**src/rtl/gt_refclk_out_ctrl.sv**
```systemverilog
// gt_refclk_out_ctrl
// Sequencer for a GT reference-clock output buffer. It drives the active-low
// buffer enable (ceb) and the 4:1 recovered-clock select (rxrecclk_sel).
// Every source change runs the same order: disable, blank, switch, settle,
// re-enable. That order keeps the buffer output free of glitches.
// Optional feature: define GT_REFCLK_CTRL_LOCK_EN to add lock_in/lock_err.
// With it, SETTLE also waits for lock, and gives up after a bounded timeout.

module gt_refclk_out_ctrl #(
  parameter int BLANK_CYCLES  = 8,
  parameter int SETTLE_CYCLES = 16,
  parameter int CNT_W         = 8
) (
  input  logic       clk,
  input  logic       reset_n,
  input  logic       en_req,
  input  logic       sel_valid,
  input  logic [1:0] sel_data,
`ifdef GT_REFCLK_CTRL_LOCK_EN
  input  logic       lock_in,
  output logic       lock_err,
`endif
  output logic       sel_ready,
  output logic       ceb,
  output logic [1:0] rxrecclk_sel,
  output logic       active,
  output logic       busy,
  output logic       switch_done
);

  typedef enum logic [2:0] {
    ST_OFF,
    ST_ON,
    ST_BLANK,
    ST_SWITCH,
    ST_SETTLE
  } state_t;

  localparam logic [CNT_W-1:0] BLANK_LOAD  = CNT_W'(BLANK_CYCLES - 1);
  localparam logic [CNT_W-1:0] SETTLE_LOAD = CNT_W'(SETTLE_CYCLES - 1);

  state_t           state;
  logic [1:0]       pend_sel;
  logic [CNT_W-1:0] cnt;
  logic             hs;
  logic             settle_ok;

`ifdef GT_REFCLK_CTRL_LOCK_EN
  localparam int              LOCK_TIMEOUT = 4 * SETTLE_CYCLES;
  localparam int              LOCK_W       = $clog2(LOCK_TIMEOUT + 1);
  localparam logic [LOCK_W-1:0] LOCK_LAST  = LOCK_W'(LOCK_TIMEOUT);
  logic [LOCK_W-1:0] lock_cnt;
  assign settle_ok = lock_in;
`else
  assign settle_ok = 1'b1;
`endif

  assign hs = sel_valid & sel_ready;

  // Main sequencer: state, counter and every output are registered together.
  always_ff @(posedge clk or negedge reset_n) begin
    if (!reset_n) begin
      state        <= ST_OFF;
      ceb          <= 1'b1;
      rxrecclk_sel <= 2'd0;
      sel_ready    <= 1'b1;
      active       <= 1'b0;
      busy         <= 1'b0;
      switch_done  <= 1'b0;
      pend_sel     <= 2'd0;
      cnt          <= '0;
`ifdef GT_REFCLK_CTRL_LOCK_EN
      lock_cnt     <= '0;
      lock_err     <= 1'b0;
`endif
    end else begin
      switch_done <= 1'b0;
      case (state)
        ST_OFF: begin
          if (hs) begin
            rxrecclk_sel <= sel_data;
            switch_done  <= 1'b1;
`ifdef GT_REFCLK_CTRL_LOCK_EN
            lock_err     <= 1'b0;
`endif
          end
          if (en_req) begin
            state     <= ST_SETTLE;
            cnt       <= SETTLE_LOAD;
            sel_ready <= 1'b0;
            busy      <= 1'b1;
`ifdef GT_REFCLK_CTRL_LOCK_EN
            lock_cnt  <= '0;
`endif
          end
        end

        ST_ON: begin
          if (!en_req) begin
            state  <= ST_OFF;
            ceb    <= 1'b1;
            active <= 1'b0;
            if (hs) begin
              rxrecclk_sel <= sel_data;
              switch_done  <= 1'b1;
`ifdef GT_REFCLK_CTRL_LOCK_EN
              lock_err     <= 1'b0;
`endif
            end
          end else if (hs) begin
`ifdef GT_REFCLK_CTRL_LOCK_EN
            lock_err <= 1'b0;
`endif
            if (sel_data != rxrecclk_sel) begin
              pend_sel  <= sel_data;
              state     <= ST_BLANK;
              cnt       <= BLANK_LOAD;
              ceb       <= 1'b1;
              active    <= 1'b0;
              busy      <= 1'b1;
              sel_ready <= 1'b0;
            end else begin
              switch_done <= 1'b1;
            end
          end
        end

        ST_BLANK: begin
          if (cnt == '0) begin
            state <= ST_SWITCH;
          end else begin
            cnt <= cnt - CNT_W'(1);
          end
        end

        ST_SWITCH: begin
          rxrecclk_sel <= pend_sel;
          state        <= ST_SETTLE;
          cnt          <= SETTLE_LOAD;
`ifdef GT_REFCLK_CTRL_LOCK_EN
          lock_cnt     <= '0;
`endif
        end

        ST_SETTLE: begin
          if (cnt != '0) begin
            cnt <= cnt - CNT_W'(1);
          end else if (settle_ok) begin
            state       <= en_req ? ST_ON : ST_OFF;
            ceb         <= ~en_req;
            active      <= en_req;
            busy        <= 1'b0;
            sel_ready   <= 1'b1;
            switch_done <= 1'b1;
`ifdef GT_REFCLK_CTRL_LOCK_EN
          end else if (lock_cnt == LOCK_LAST) begin
            state       <= ST_OFF;
            ceb         <= 1'b1;
            active      <= 1'b0;
            busy        <= 1'b0;
            sel_ready   <= 1'b1;
            switch_done <= 1'b1;
            lock_err    <= 1'b1;
          end else begin
            lock_cnt <= lock_cnt + LOCK_W'(1);
`endif
          end
        end

        default: begin
          state     <= ST_OFF;
          ceb       <= 1'b1;
          active    <= 1'b0;
          busy      <= 1'b0;
          sel_ready <= 1'b1;
        end
      endcase
    end
  end

endmodule

```
**config.mk**
```make
export PLATFORM = sky130hd
export DESIGN_NAME = gt_refclk_out_ctrl
export DESIGN_NICKNAME = d
export VERILOG_FILES = /design/src/rtl/gt_refclk_out_ctrl.sv
export SDC_FILE = /design/constraint.sdc
export NUM_CORES = 1
export LEC_CHECK = 0
export CORE_MARGIN = 2
export CORE_UTILIZATION = 58
export CTS_BUF_LIST = sky130_fd_sc_hd__clkbuf_4 sky130_fd_sc_hd__clkbuf_8 sky130_fd_sc_hd__clkbuf_16
export DETAILED_ROUTE_END_ITERATION = 8
export GPL_TIMING_DRIVEN = 0
export PLACE_DENSITY = 0.89
export SLEW_MARGIN = 30
export SYNTH_ARGS = -nofsm -noshare
export SYNTH_HDL_FRONTEND = slang
export SYNTH_SLANG_ARGS = --single-unit
```
**constraint.sdc**
```tcl
create_clock -name clk -period 5.7 [get_ports clk]
set_clock_uncertainty 0.1 [all_clocks]
set_input_delay 0.57 -clock clk [delete_from_list [all_inputs] [get_ports clk]]
set_output_delay 0.57 -clock clk [all_outputs]
set_load 0.05 [all_outputs]
```
# Yosys cells after proc, flatten, opt, wreduce, memory -nomap -nowiden
# Cells that the tools add are included.
[totals] ff_bits=20 out_inout_bits=7 wordCells=85
[classes] addsub=1 reduce_logical=13 n_bitwise=4 eq_ne=16 muxes=42
[ops] cell="$mux 8" count=6
[ops] cell="$pmux 8 s5" count=1
[ops] cell="$mux 1" count=20
[ops] cell="$mux 3" count=6
[ops] cell="$ne 2x2->1 const B" count=9
[ops] cell="$pmux 3 s5" count=1
[ops] cell="$pmux 1 s3" count=3
[ops] cell="$logic_not 8->1" count=1
[ops] cell="$pmux 1 s4" count=2
[ops] cell="$reduce_and 4->1" count=2
[ops] cell="$reduce_bool 8->1" count=1
[ops] cell="$sub 8x1->8 const B" count=1
[ops] cell="$reduce_and 7->1" count=1
[ops] cell="$eq 3x2->1 const B" count=2
[ops] cell="$ne 3x3->1 const B" count=2
[ops] cell="$pmux 2 s3" count=1
[ops] cell="$reduce_and 6->1" count=1
[ops] cell="$reduce_and 5->1" count=1
[ops] cell="$reduce_bool 5->1" count=1
[ops] cell="$mux 2" count=2
[ops] cell="$eq 3x1->1 const B" count=1
[ops] cell="$eq 3x3->1 const B" count=1
[ops] cell="$logic_not 3->1" count=1
[ops] cell="$not 1->1" count=3
[ops] cell="6 further kinds" count=6

# Depth between registers and ports, before layout
[depth] word_depth=5 mapped_depth=7 mapped_depth_nobuf=7

# Worst setup path after synthesis
# No wires, ideal clock.
[synth_timing] kind="register to register" startpoint="register cnt[0]" endpoint="register cnt[2]" setup_slack_ps=3548 n_path_buf=0 setup_ps=125 arrival_time_ps=1927 path_stages_with_launch=8 period_less_slack_ps=2152 path_cell_list="dfrtp_1 -> inv_1 -> ha_1 -> or3b_4 -> or3_4 -> a31oi_4 -> a21oi_1 -> mux2_2"
[synth_between] elab_chain_cells=3
[synth_rtl] element="start: declaration" line_no="44" source="logic [CNT_W-1:0] cnt;"
[synth_rtl] element="start signal: assignment" line_no="132" source="cnt <= cnt - CNT_W'(1);"
[synth_rtl] element="start signal: assignment" line_no="147" source="cnt <= cnt - CNT_W'(1);"
[synth_rtl] element="$sub 8x1->8 (tied with other cells)" line_no="132, 147"
[synth_rtl] element="$mux 8 (tied with other cells)" line_no="146" source="if (cnt != '0) begin"
[synth_rtl] element="$pmux 8 s5 or $reduce_and 7->1 (tied branches)"
# Parallel ways exist; a longest one is shown, timed or not. The select of a mux whose other input is x is not followed.
# A chain may end at the register's enable or synchronous reset.

# Final worst setup path
[layout_timing] startpoint="register cnt[0]" endpoint="register active"
[layout_between] elab_chain_cells=3
[layout_rtl] element="$reduce_bool 8->1" line_no="146"
[layout_rtl] element="$ne 2x2->1 (no source line)"
[layout_rtl] element="$reduce_and 4->1 (no source line)"
[layout_rtl] element="end signal: assignment" line_no="151" source="active <= en_req;"
[layout_rtl] element="end: declaration" line_no="26" source="output logic active,"
# Every way passes these cells.

==> impl_summary.txt <==
----------------------------------------------------
[Logic synthesis]
  Flip-flop cell with the highest count after synthesis ... sky130_fd_sc_hd__dfrtp_1
  Mean area per synthesized cell ... about 9.4 um2
  Number of synthesized flops with an enable pin ... 0
  Mux contribution to synthesized area ... 0.0663
  Count of different cell masters after synthesis ... 37
  Synthesized cell area ... between 0.001 and 0.0015 mm2
  Synth Warn # ... 0
  Share of the synthesized area in compound gates (AO/OA/AOI/OAI) ... 0.210
  Sequential area share after synthesis ... 0.444
  Main combinational cell family by area after synthesis ... compound AO/OA/AOI/OAI gates
  Syn Nets ... 128
  Post-synthesis register bit count ... 20
  Synthesized instance count ... 120
  Share of flip-flops with an asynchronous set or reset ... 1.00
  Post-Synth Adder-Cell Area ... 0.0221
  XOR/XNOR Fraction of Synth Area ... 0.0232
  Simple-gate share of the synthesized area ... 0.199

[CTS]
  CTS sink cnt ... 20
  Clk buf depth ... 2
  Clock-pin slew of the registers on the worst-case setup and hold paths ... approximately 0.10 ns
  Setup Fix Bufs, Post-CTS ... 0
  Cells resized by post-CTS repair ... 0
  Clock tree root driver cell ... sky130_fd_sc_hd__clkbuf_4
  Number of clock buffers inserted by TritonCTS ... 3
  CTS tree ... yes
  Skew-Pair Late Insertion Delay ... roughly 0.30 ns
  Number of buffers added to fix hold violations after cts ... 0
  Depth of the CTS H-tree ... 1

[Setup path]
  Top delay family on crit path ... simple AND/OR/NAND/NOR gates
  R2r setup slk ... between 3 and 4 ns
  Critical-path top delay cell ... sky130_fd_sc_hd__dfrtp_1
  Endpoint kind of the worst setup timing path ... flop
  Worst setup startpoint ... cnt[0]
  CP Max Fanout ... 5
  Critical Path Max Stage Delay ... ~0.42 ns
  Critical-path cell list ... inv_1, ha_1, or3b_4, nor3_1, o21ai_0, a22oi_2, mux2_2
  Crit Path Category ... flop to flop
  Data arrival at the endpoint of the critical path ... about 2.6 ns
  Category of the worst setup path launch point ... flop
  Reg-to-reg startpoint ... cnt[0]
  Worst path bufs/invs ... 1
  Data required time at the worst endpoint ... around 5.8 ns

[Finish]
  Area added between synthesis and finish ... 16.1%
  Net count of the finished layout ... 145
  Share of layout cells above drive strength 1 ... 0.132
  Commonest non-fill, non-tap cells in the layout ... sky130_fd_sc_hd__dfrtp_1, sky130_fd_sc_hd__nor2_1, sky130_fd_sc_hd__clkdlybuf4s50_1
  Antenna Cells ... 0
  Filler instances ... around 140
  Most common cell after layout, fill and taps aside ... sky130_fd_sc_hd__dfrtp_1
  Area of all placed cells without fillers ... between 0.001 and 0.0015 mm2

[Pwr]
  Overall Power ... 620 uW
  Power density of the placed cells ... between 400 and 500 mW/mm2
  Max rail drop VDD ... ~330 uV
  Static leakage ... between 0.5 and 0.6 nW

[Detailed routing]
  DRC violations left ... 0
  Total Routed Length ... between 2000 and 2500 um
  Count of nets left with antenna violations after detail routing ... 0
  Number of vias after detailed routing ... 976
  DR pass1 iterations ... 5
  Initial drt markers ... 16
  Wire length per cell ... between 15 and 20 um
  Vias per std cell ... around 6

[Die]
  # IOs ... 13
  Overall die width ... between 40 and 50 um
  Number of core rows ... 15
  Die Footprint ... ~0.0023 mm2
  Core Box Area ... 0.00178 mm2
  Effective utilization at floorplan ... 0.635
  Height of the chip ... between 40 and 50 um

[STA]
  Upper clock frequency limit ... ~0.41 GHz
  Hold Vio Cnt, Final ... 0
  Share of the cycle needed by the critical path after routing ... 0.430
  Final setup slack of the worst path ... about 3.3 ns
  Max-slew headroom ... 0.605
  Total count of max-transition violations in the final report ... 0
  Post-route minimum period ... approximately 2.4 ns
  Setup repair after global routing missed its margin ... no
  Minimum hold slack ... between 0.09 and 0.1 ns
  Number of failing setup endpoints in the final timing report ... 0
  Transition time at the pin with the least slew margin ... about 0.59 ns
  Total Negative Setup Slacks ... 0 ns

[Flow run]
  Max Cap Viol ... 0

[GRT]
  First-pass GRT wire length ... 3920 um
  Overall fraction of global-route tracks in use ... 0.248
  Initial antenna violation count ... 0
  Total congestion overflow after global routing ... 0
  Number of global-route vias before repair ... between 800 and 900
  Largest net degree at the start of global routing ... 21

[Place]
  Area after detailed placement ... 0.00128 mm2
  Buffers added on ports ... 12
  Global placement routability congestion ... about 0.88
  Post-Place Worst Slack ... between 3 and 4 ns
  DP HPWL ... about 1800 um

[Min path]
  Hold Crit Class ... input port to async pin

[Outcome]
  Outcome ... complete, no violations

----------------------------------------------------
-- sequential cells by signal, summed over array words and instances, names as in the netlist --
name	cells
rxrecclk_sel	2
busy	1
active	1
pend_sel	2
ceb	1
switch_done	1
state	3
cnt	8
sel_ready	1
-- worst paths after layout --
check	endpoint	cells past startpoint
worst max-delay path	active	7
worst min-delay path	state[0]	1
worst max register to register	active	7
worst min register to register	ceb	2
max in group asynchronous	ceb	1
min in group clk	ceb	2
-- cells by family (layout without fill, tap and decap cells) --
logic type | Yosys count | after routing
mux | 7 | 7
buf+inv | 10 | 26
compound gates | 33 | 33
simple gates | 45 | 45
xor+xnor | 3 | 3
fa+ha+maj | 2 | 2
flops | 20 | 20
-- routing by layer --
| layer | part of all wire | track usage |
|---|---|---|
| met5 | 0 | 0 |
| met4 | 0.0033 | 0.0703 |
| met3 | 0.053 | 0.0667 |
| met2 | 0.52 | 0.403 |
| met1 | 0.43 | 0.324 |
-- per-stage QoR --
stage                util  instances
finish              0.738        161
global route        0.738        161
CTS                 0.740        161
detailed placement  0.720        157
global placement    0.720        157
floorplan               -        120
-- report_power, final --
group / internal (mW) / switching [mW]
logic: 0.115 / 0.185
clock network: 0.0390 / 0.0422
registers: 0.194 / 0.0442
-- cell usage after synthesis (3+ instances only) --
library cell               instances  area [um2]
sky130_fd_sc_hd__o21ai_0           3        15.0
sky130_fd_sc_hd__dfrtp_1          18         450
sky130_fd_sc_hd__nand2b_1          4        25.0
sky130_fd_sc_hd__nand2_1           9        33.8
sky130_fd_sc_hd__a31oi_1           6        37.5
sky130_fd_sc_hd__nor3_1            8        40.0
sky130_fd_sc_hd__mux2i_1           3        30.0
sky130_fd_sc_hd__a21oi_1          10        50.1
sky130_fd_sc_hd__xnor2_1           3        26.3
sky130_fd_sc_hd__inv_1             7        26.3
sky130_fd_sc_hd__mux2_2            4        45.0
sky130_fd_sc_hd__nor2_1           16        60.1
-- layout make-up --
class	count	area, um2	share of cell area
Timing Repair Buffer	12	115	0.0875
Multi-Input combinational cell	90	589	0.448
Inverter	7	26.3	0.0200
Clock buffer	4	36.3	0.0276
Tap cell	25	31.3	0.0238
Sequential cell	20	503	0.382
Buffer	3	13.8	0.0105
Note: power is estimated with default switching activity, not from simulation.
